===== config.mk =====
export PLATFORM = sky130hd
export DESIGN_NAME = adc_uart_tx
export DESIGN_NICKNAME = d
export VERILOG_FILES = /design/src/rtl/adc_uart_tx.sv
export SDC_FILE = /design/constraint.sdc
export NUM_CORES = 1
export LEC_CHECK = 0
export BUFFER_PORTS_ARGS = -buffer_cell sky130_fd_sc_hd__buf_2
export CELL_PAD_IN_SITES_DETAIL_PLACEMENT = 0
export CELL_PAD_IN_SITES_GLOBAL_PLACEMENT = 1
export CORE_ASPECT_RATIO = 1.75
export CORE_MARGIN = 3
export CORE_UTILIZATION = 45
export CTS_CLUSTER_DIAMETER = 50
export DETAILED_ROUTE_END_ITERATION = 6
export PLACE_DENSITY = 0.76
export SETUP_SLACK_MARGIN = 0.02
export SYNTH_ARGS = -nofsm -noshare
export SYNTH_HDL_FRONTEND = slang
export SYNTH_SLANG_ARGS = --single-unit

===== constraint.sdc =====
create_clock -name clk -period 2.8 [get_ports clk]
set_input_delay 0.14 -clock clk [delete_from_list [all_inputs] [get_ports clk]]
set_output_delay 0.14 -clock clk [all_outputs]
set_load 0.01 [all_outputs]

===== src/rtl/adc_uart_tx.sv =====
// adc_uart_tx: buffers 12-bit ADC samples in a FIFO and sends each one as
// two back-to-back 8N1 UART bytes, {4'hA, sample[11:8]} then sample[7:0].
module adc_uart_tx #(
  parameter int CLKS_PER_BIT = 434,
  parameter int FIFO_DEPTH = 4
) (
  input  logic        clk,
  input  logic        reset,
  input  logic [11:0] sample,
  input  logic        sample_valid,
  output logic        sample_ready,
  output logic        UART_TX,
  output logic        busy,
  output logic        overflow
);
  localparam int PW = $clog2(FIFO_DEPTH);
  localparam int CW = $clog2(CLKS_PER_BIT);
  typedef enum logic [1:0] {IDLE, START, DATA, STOP} state_t;
  state_t state_q, state_d;
  logic [11:0] mem_q [FIFO_DEPTH];
  logic [PW-1:0] wr_ptr_q, wr_ptr_d, rd_ptr_q, rd_ptr_d;
  logic [PW:0] count_q, count_d;
  logic [CW-1:0] baud_q, baud_d;
  logic [2:0] bit_q, bit_d, bit_nx;
  logic [11:0] shift_q, shift_d;
  logic byte_b_q, byte_b_d, tx_q, tx_d, ovf_q, ovf_d;
  logic full, nonempty, push, pop, baud_end;
  logic [7:0] cur_byte;
  assign full = count_q == (PW+1)'(FIFO_DEPTH);
  assign nonempty = count_q != '0;
  assign push = sample_valid && !full;
  assign baud_end = baud_q == CW'(CLKS_PER_BIT - 1);
  assign cur_byte = byte_b_q ? shift_q[7:0] : {4'hA, shift_q[11:8]};
  assign bit_nx = bit_q + 3'd1;
  // a pop only happens between samples: from IDLE, or at the end of byte B
  assign pop = nonempty && (state_q == IDLE || (state_q == STOP && baud_end && byte_b_q));
  assign sample_ready = reset || !full;
  assign busy = !reset && (state_q != IDLE || nonempty);
  assign overflow = !reset && ovf_q;
  assign UART_TX = tx_q;
  always_comb begin
    wr_ptr_d = wr_ptr_q + PW'(push);
    rd_ptr_d = rd_ptr_q + PW'(pop);
    count_d = count_q + (PW+1)'(push) - (PW+1)'(pop);
    ovf_d = ovf_q || (sample_valid && full);
  end
  always_comb begin
    state_d = state_q;
    baud_d = baud_end ? '0 : baud_q + CW'(1);
    bit_d = bit_q;
    byte_b_d = byte_b_q;
    shift_d = pop ? mem_q[rd_ptr_q] : shift_q;
    tx_d = tx_q;
    case (state_q)
      IDLE: begin
        baud_d = '0;
        state_d = nonempty ? START : IDLE;
        byte_b_d = nonempty ? 1'b0 : byte_b_q;
        tx_d = !nonempty;
      end
      START: if (baud_end) begin
        state_d = DATA;
        bit_d = 3'd0;
        tx_d = cur_byte[0];
      end
      DATA: if (baud_end) begin
        state_d = bit_q == 3'd7 ? STOP : DATA;
        bit_d = bit_q == 3'd7 ? bit_q : bit_nx;
        tx_d = bit_q == 3'd7 ? 1'b1 : cur_byte[bit_nx];
      end
      default: if (baud_end) begin
        state_d = (!byte_b_q || nonempty) ? START : IDLE;
        byte_b_d = !byte_b_q;
        tx_d = byte_b_q && !nonempty;
      end
    endcase
  end
  always_ff @(posedge clk) begin
    if (reset) begin
      state_q <= IDLE;
      wr_ptr_q <= '0;
      rd_ptr_q <= '0;
      count_q <= '0;
      baud_q <= '0;
      bit_q <= '0;
      byte_b_q <= 1'b0;
      shift_q <= '0;
      tx_q <= 1'b1;
      ovf_q <= 1'b0;
    end else begin
      state_q <= state_d;
      wr_ptr_q <= wr_ptr_d;
      rd_ptr_q <= rd_ptr_d;
      count_q <= count_d;
      baud_q <= baud_d;
      bit_q <= bit_d;
      byte_b_q <= byte_b_d;
      shift_q <= shift_d;
      tx_q <= tx_d;
      ovf_q <= ovf_d;
    end
  end
  always_ff @(posedge clk) begin
    if (push) mem_q[wr_ptr_q] <= sample;
  end
endmodule


==> run_results.csv, run 1 <==
group,metric,value,unit
clock_network,clkLatencyLatePin,0.33,ns
floorplan,die_area,0.008922,mm2
grt,antenna_found_initial,0,
grt,grt_pass1_vias,2168,
logic_synthesis,syn_area_per_cell,13.02,um2
timing,period_share,91.33,%
grt,gr-total-overflow,0,
clock_network,cts_tree,"built",
logic_synthesis,yosysTopAreaCell,"edfxtp_1",
logic_synthesis,yosysMostFrequentCell,"edfxtp_1",
detailed_routing,drt_iter0_drc,76,
floorplan,die_w,72.70,um
worst_hold_path,hp-start,"sample[3]",
critical_path,path_class,"reg2reg",
grt,grt_pass1_wl,10320,um
critical_path,cp.required,3.00,ns
detailed_routing,drc,0,
grt,grt_max_degree,31,
logic_synthesis,async_reset_ff_share,0,%
clock_network,numCtsBuffers,9,
layout,nets,323,
clock_network,clock-sinks,84,
logic_synthesis,synth_common_cells,"edfxtp_1 (48), dfxtp_1 (36), nor2_1 (25)",
pwr,totalPowerFinal,3.741,mW
logic_synthesis,synth_fp_nets,298,
detailed_routing,vias,2051,
timing,tns,0,ns
logic_synthesis,yosys-top-cells-area,"edfxtp_1 (41%), dfxtp_1 (21%), mux4_2 (7.7%)",
logic_synthesis,synth_edf_count,48,
clock_network,post_cts_resized,0,
placement,dp_hpwl,4155,um
clock_network,clk_pin_slew,0.06,ns
detailed_routing,ant_nets,0,
timing,max_freq,0.3910,GHz
detailed_routing,dr.pass1.iters,4,
logic_synthesis,syn_inst,269,
clock_network,ctsHoldBuffers,0,
flow_run,max-cap-violations,0,
timing,setup_viol,0,
timing,hold_violations,0,
logic_synthesis,ys_seq_elements,84,
logic_synthesis,yosys.area.top_type_share,41.14,%
critical_path,worst_ep_arrival_time,2.76,ns
floorplan,initial_core_util,46.30,%
floorplan,core,0.007567,mm2
critical_path,r2r-start,"baud_q[1]",
pwr,leakage,1.428,nW
layout,syn_to_final_growth,13.57,%
critical_path,end_kind,"flip-flop",
logic_synthesis,yosysSeqAreaShare,61.71,%
detailed_routing,routedWlPerCell,15.32,um
timing,worst_slew_pin_slew,0.6353,ns
floorplan,rows,42,
logic_synthesis,yosysUniqueCellTypes,40,
detailed_routing,wl,5927,um
detailed_routing,vias_per_cell,5.300,
placement,portBuffers,18,
clock_network,root_buffer,"clkbuf_16",
floorplan,chipHeight,122.7,um
logic_synthesis,synthFlopType,"edfxtp_1",
placement,place_congestion,0.7411,
layout,antenna_cells,0,
timing,fin_crit,2.557,ns
timing,slew_violations,0,
pwr,p_per_area,940.2,mW/mm2
critical_path,crit_start,"baud_q[1]",
critical_path,cp_max_fo,4,
floorplan,ios,19,
clock_network,cts_max_level,3,
run_status,status,"finished clean",
timing,relSlewSlack,57.59,%
timing,fin_worst_skew,0.006733,ns
pwr,irDropWorstVdd,502.5,uV
clock_network,post-cts-setup-buffers,0,
logic_synthesis,synth-warning-count,0,
layout,final.fill_count,677,
worst_hold_path,min_path_type,"in2reg",
critical_path,cp-start-kind,"flip-flop",
logic_synthesis,synth_area,0.003503,mm2
clock_network,cts_buffer_depth,2,
timing,rsz0062_at_grt,"no",
layout,drive_gt1_share,18.06,%
grt,grt_usage,15.40,%
[flip-flops by register name (all words and copies together), names as in the netlist]
signal and flops:
mem_q 48, shift_q 12, baud_q 9, bit_q 3, count_q 3, rd_ptr_q 2
state_q 2, wr_ptr_q 2, UART_TX 1, byte_b_q 1, ovf_q 1
[layout by cell type, fill, tap and decap left out, types with 2 or more instances in the layout]
master / netlist / routed
edfxtp_1: 48 / 48
dfxtp_1: 36 / 36
nor2_1: 25 / 25
buf_2: 3 / 18
nand2_1: 17 / 17
a21oi_1: 17 / 17
o21ai_0: 15 / 15
ha_1: 13 / 13
mux4_2: 12 / 12
inv_1: 11 / 11
clkbuf_16: 0 / 9
nand3_1: 8 / 8
xnor2_1: 8 / 8
buf_4: 0 / 8
nor2b_1: 7 / 7
mux2i_1: 4 / 4
a31oi_1: 4 / 4
xor2_1: 3 / 3
clkbuf_1: 8 / 3
nor3_1: 2 / 2
nor3b_2: 0 / 2
or3_1: 2 / 2
nand2b_1: 2 / 2
nor3b_1: 4 / 2
mux2_2: 2 / 2
clkinv_2: 0 / 2
clkinv_1: 0 / 2
[cell type report]
cell class / instances / area, um2 / share of cell area (%)
Clock buffer: 12 / 236.5 / 5.943
Clock inverter: 4 / 17.52 / 0.4403
Inverter: 11 / 41.29 / 1.038
Multi-Input combinational cell: 162 / 1261 / 31.70
Sequential cell: 84 / 2162 / 54.34
Tap cell: 88 / 110.1 / 2.767
Timing Repair Buffer: 26 / 150.1 / 3.774
[per-layer routing]
layer / wire, um / vias up / share of wire [%] / global-route usage, %
li1: - / 1030 / - / -
met1: 2372 / 987 / 40 / 16.57
met2: 3274 / 25 / 55 / 27.60
met3: 174 / 9 / 2.9 / 3.770
met4: 104 / 0 / 1.8 / 7.275
met5: 0 / - / 0 / 0
[through the flow]
step	area (um2)	worst slack, ns	utilization [%]	hold slack, ns	cells
4_1_cts	3979	0.2345	52.58	0.008592	387
6_report	3979	0.2427	52.58	0.02454	387
3_3_place_gp	3725	0.2942	49.22	0.3476	371
5_1_grt	3979	0.02262	52.58	0.01777	387
3_5_place_dp	3725	0.2581	49.22	0.3557	371
2_1_floorplan	3503	0.06966	-	0.2389	269
[path summary, 6_finish.rpt]
kind              slack, ns  cells after the start           to
setup / recovery       0.24                     13   count_q[2]
hold / removal         0.02                      1  mem_q[0][3]
setup reg to reg       0.24                     13   count_q[2]
hold reg to reg        0.47                      1    baud_q[0]
[report_power, final]
part	total (mW)	switching [mW]	leakage [nW]	internal (mW)
combinational	1.07	0.567	0.569	0.507
clock	1.01	0.420	0.125	0.591
sequential	1.66	0.128	0.734	1.53
[worst max-delay path: stages, from the launching register on]
cell     delay (ns)
dfxtp_1        0.37
inv_1          0.06
ha_1           0.18
and4b_1        0.23
a41oi_1        0.26
nor2_1         0.09
ha_1           0.29
inv_1          0.05
ha_1           0.13
inv_1          0.04
fa_1           0.37
xor2_1         0.17
xnor2_1        0.13
nor2_1         0.05
[logic make-up after synthesis]
group | share of synthesized area [%]
flops | 61.71
simple gates | 10.29
compound gates | 7.215
buf+inv | 2.571
mux | 10.25
fa+ha+maj | 5.214
xor+xnor | 2.750
(Power assumes the default switching activity.)
==> run 2: changes to the inputs <==
CORE_UTILIZATION = 53   (was 45)
CTS_BUF_LIST = sky130_fd_sc_hd__clkbuf_4 sky130_fd_sc_hd__clkbuf_8   (was not set)
PLACE_DENSITY = 0.84   (was 0.76)
clock period = 3 ns   (was 2.8 ns; I/O delays follow)
==> run 2 against run 1 <==
Against the previous run:
- first-iteration DRC count increased by 17%
- setup slack improved by 0.16 ns
- cell area is 0.66% higher
- largest cell class unchanged
- highest routed layer unchanged
==> run_results.csv, run 2 (synthesized netlist as in run 1, its figures left out) <==
group,metric,value,unit
layout,syn_to_final_growth,14.32,%
grt,gr-total-overflow,0,
timing,tns,0,ns
timing,rsz0062_at_grt,"no",
critical_path,reg2reg_depth,13,
layout,drive_gt1_share,17.86,%
timing,fin_worst_skew,0.008467,ns
detailed_routing,drt_iter0_drc,89,
clock_network,clkLatencyLatePin,0.36,ns
placement,place_congestion,0.7869,
layout,nets,332,
clock_network,post_cts_resized,0,
floorplan,die_area,0.007660,mm2
grt,grt_pass1_vias,2193,
detailed_routing,vias_per_cell,5.454,
detailed_routing,routedWlPerCell,15.71,um
critical_path,worst_ep_arrival_time,2.82,ns
placement,dp_hpwl,4029,um
detailed_routing,drc,0,
grt,grt_pass1_wl,10450,um
critical_path,r2r-start,"baud_q[1]",
layout,final_cell_mix,"edfxtp_1 (48), dfxtp_1 (36), nor2_1 (25)",
clock_network,cts_buffer_depth,2,
timing,hold_violations,0,
pwr,p_per_area,836.4,mW/mm2
layout,final_util,63.34,%
clock_network,root_buffer,"clkbuf_8",
timing,setup_viol,0,
critical_path,cpPeakStageDelay,0.38,ns
floorplan,ios,19,
critical_path,cp_slowest_cell,"dfxtp_1",
critical_path,cp-start-kind,"flip-flop",
layout,regMostFlops,"mem_q",
timing,relSlewSlack,45.49,%
grt,grt_usage,18.96,%
timing,fin_crit,2.594,ns
clock_network,clock-sinks,84,
worst_hold_path,min_path_type,"in2reg",
layout,multi_input_area,0.001256,mm2
worst_hold_path,min_path_cells,1,
layout,fin_area,0.004005,mm2
floorplan,initial_core_util,55.40,%
timing,period_share,86.48,%
detailed_routing,dr.pass1.iters,4,
critical_path,end_kind,"flip-flop",
floorplan,die_w,67.46,um
layout,top_regs,"mem_q (48), shift_q (12), baud_q (9)",
critical_path,path_class,"reg2reg",
critical_path,cp.required,3.23,ns
detailed_routing,ant_nets,0,
grt,grt_max_degree,31,
timing,max_freq,0.3854,GHz
layout,final_common_cell,"edfxtp_1",
pwr,irDropWorstVdd,491.5,uV
placement,portBuffers,18,
clock_network,post-cts-setup-buffers,0,
detailed_routing,wl,6096,um
critical_path,cp_max_fo,4,
clock_network,numCtsBuffers,9,
layout,antenna_cells,0,
run_status,status,"finished clean",
timing,slew_violations,0,
critical_path,crit_chain,"inv_1 > ha_1 > and4b_1 > a41oi_1 > nor2_1 > ha_1 > inv_1 > ha_1 > inv_1 > fa_1 > xor2_1 > xnor2_1 > nor2_1",
timing,worst_slew_pin_slew,0.8166,ns
pwr,leakage,1.433,nW
clock_network,clk_pin_slew,0.08,ns
floorplan,chipHeight,113.6,um
layout,seq_area,0.002162,mm2
placement,post_dp_cell_area,0.003695,mm2
layout,final_cells,388,
floorplan,core,0.006324,mm2
clock_network,cts_max_level,3,
floorplan,rows,38,
critical_path,crit_start,"baud_q[1]",
clock_network,cts_tree,"built",
flow_run,max-cap-violations,0,
layout,final.fill_count,488,
layout,largest_register_ffs,48,
timing,hold_slack,0.02262,ns
grt,antenna_found_initial,0,
worst_hold_path,hp-start,"sample[0]",
placement,dp_cells,361,
detailed_routing,vias,2116,
[run 2: cell types whose count changed in the layout (fill, tap and decap cells not counted), sizes merged]
cell,delta
buf,-2
clkbuf,-3
dlygate4sd3,+11
inv,+1
clkinvlp,+1
bufinv,+1
[run 2: per-stage QoR]
step	total power, mW	setup WS, ns
after floorplan	2.302	0.2697
after detailed placement	2.582	0.4071
after CTS	3.394	0.3859
after global routing	3.591	0.2163
after global placement	2.562	0.5023
final	3.350	0.4055
[run 2: metal layers]
metal | share of wire, % | wire length [um] | vias up | track usage (%)
met4 | 3.1 | 192 | 0 | 10.43
met1 | 39 | 2374 | 1027 | 19.95
met5 | 0 | 0 | - | 0
met2 | 55 | 3376 | 29 | 33.18
met3 | 2.5 | 153 | 13 | 4.729
li1 | - | - | 1047 | -
[run 2: final timing paths]
check | endpoint | slack [ns]
worst max-delay path | count_q[2] | 0.41
worst min-delay path | mem_q[0][0] | 0.02
worst max register to register | count_q[2] | 0.41
worst min register to register | bit_q[2] | 0.48
[run 2: critical path, delay by kind of cell, from the launching register on]
family                     cells  cell delay [ns]
DFF                            1             0.38
and+or+nand+nor                3             0.38
AOI/OAI and AO/OA              1             0.27
xor gates and xnor gates       2             0.32
buffers and inverters          3             0.15
adders and majority gates      4             0.96
[run 2: repair_timing]
action,CTS,global route
endpoints found under the hold margin,40,0
hold buffers,11,0
setup endpoints to repair,0,0
[run 2: final cells by class]
class | instances | share of cell area (%)
clock inverter | 7 | 1.906
timing repair buffer | 35 | 6.123
sequential | 84 | 53.98
inverter | 11 | 1.031
tap | 80 | 2.499
clock buffer | 9 | 3.093
multi-input combinational | 162 | 31.37
[run 2: where the power goes]
| group | internal (mW) | leakage [nW] | switching [mW] | total (mW) |
|---|---|---|---|---|
| registers | 1.42 | 0.734 | 0.152 | 1.58 |
| logic | 0.475 | 0.602 | 0.500 | 0.975 |
| clock network | 0.388 | 0.0974 | 0.411 | 0.799 |
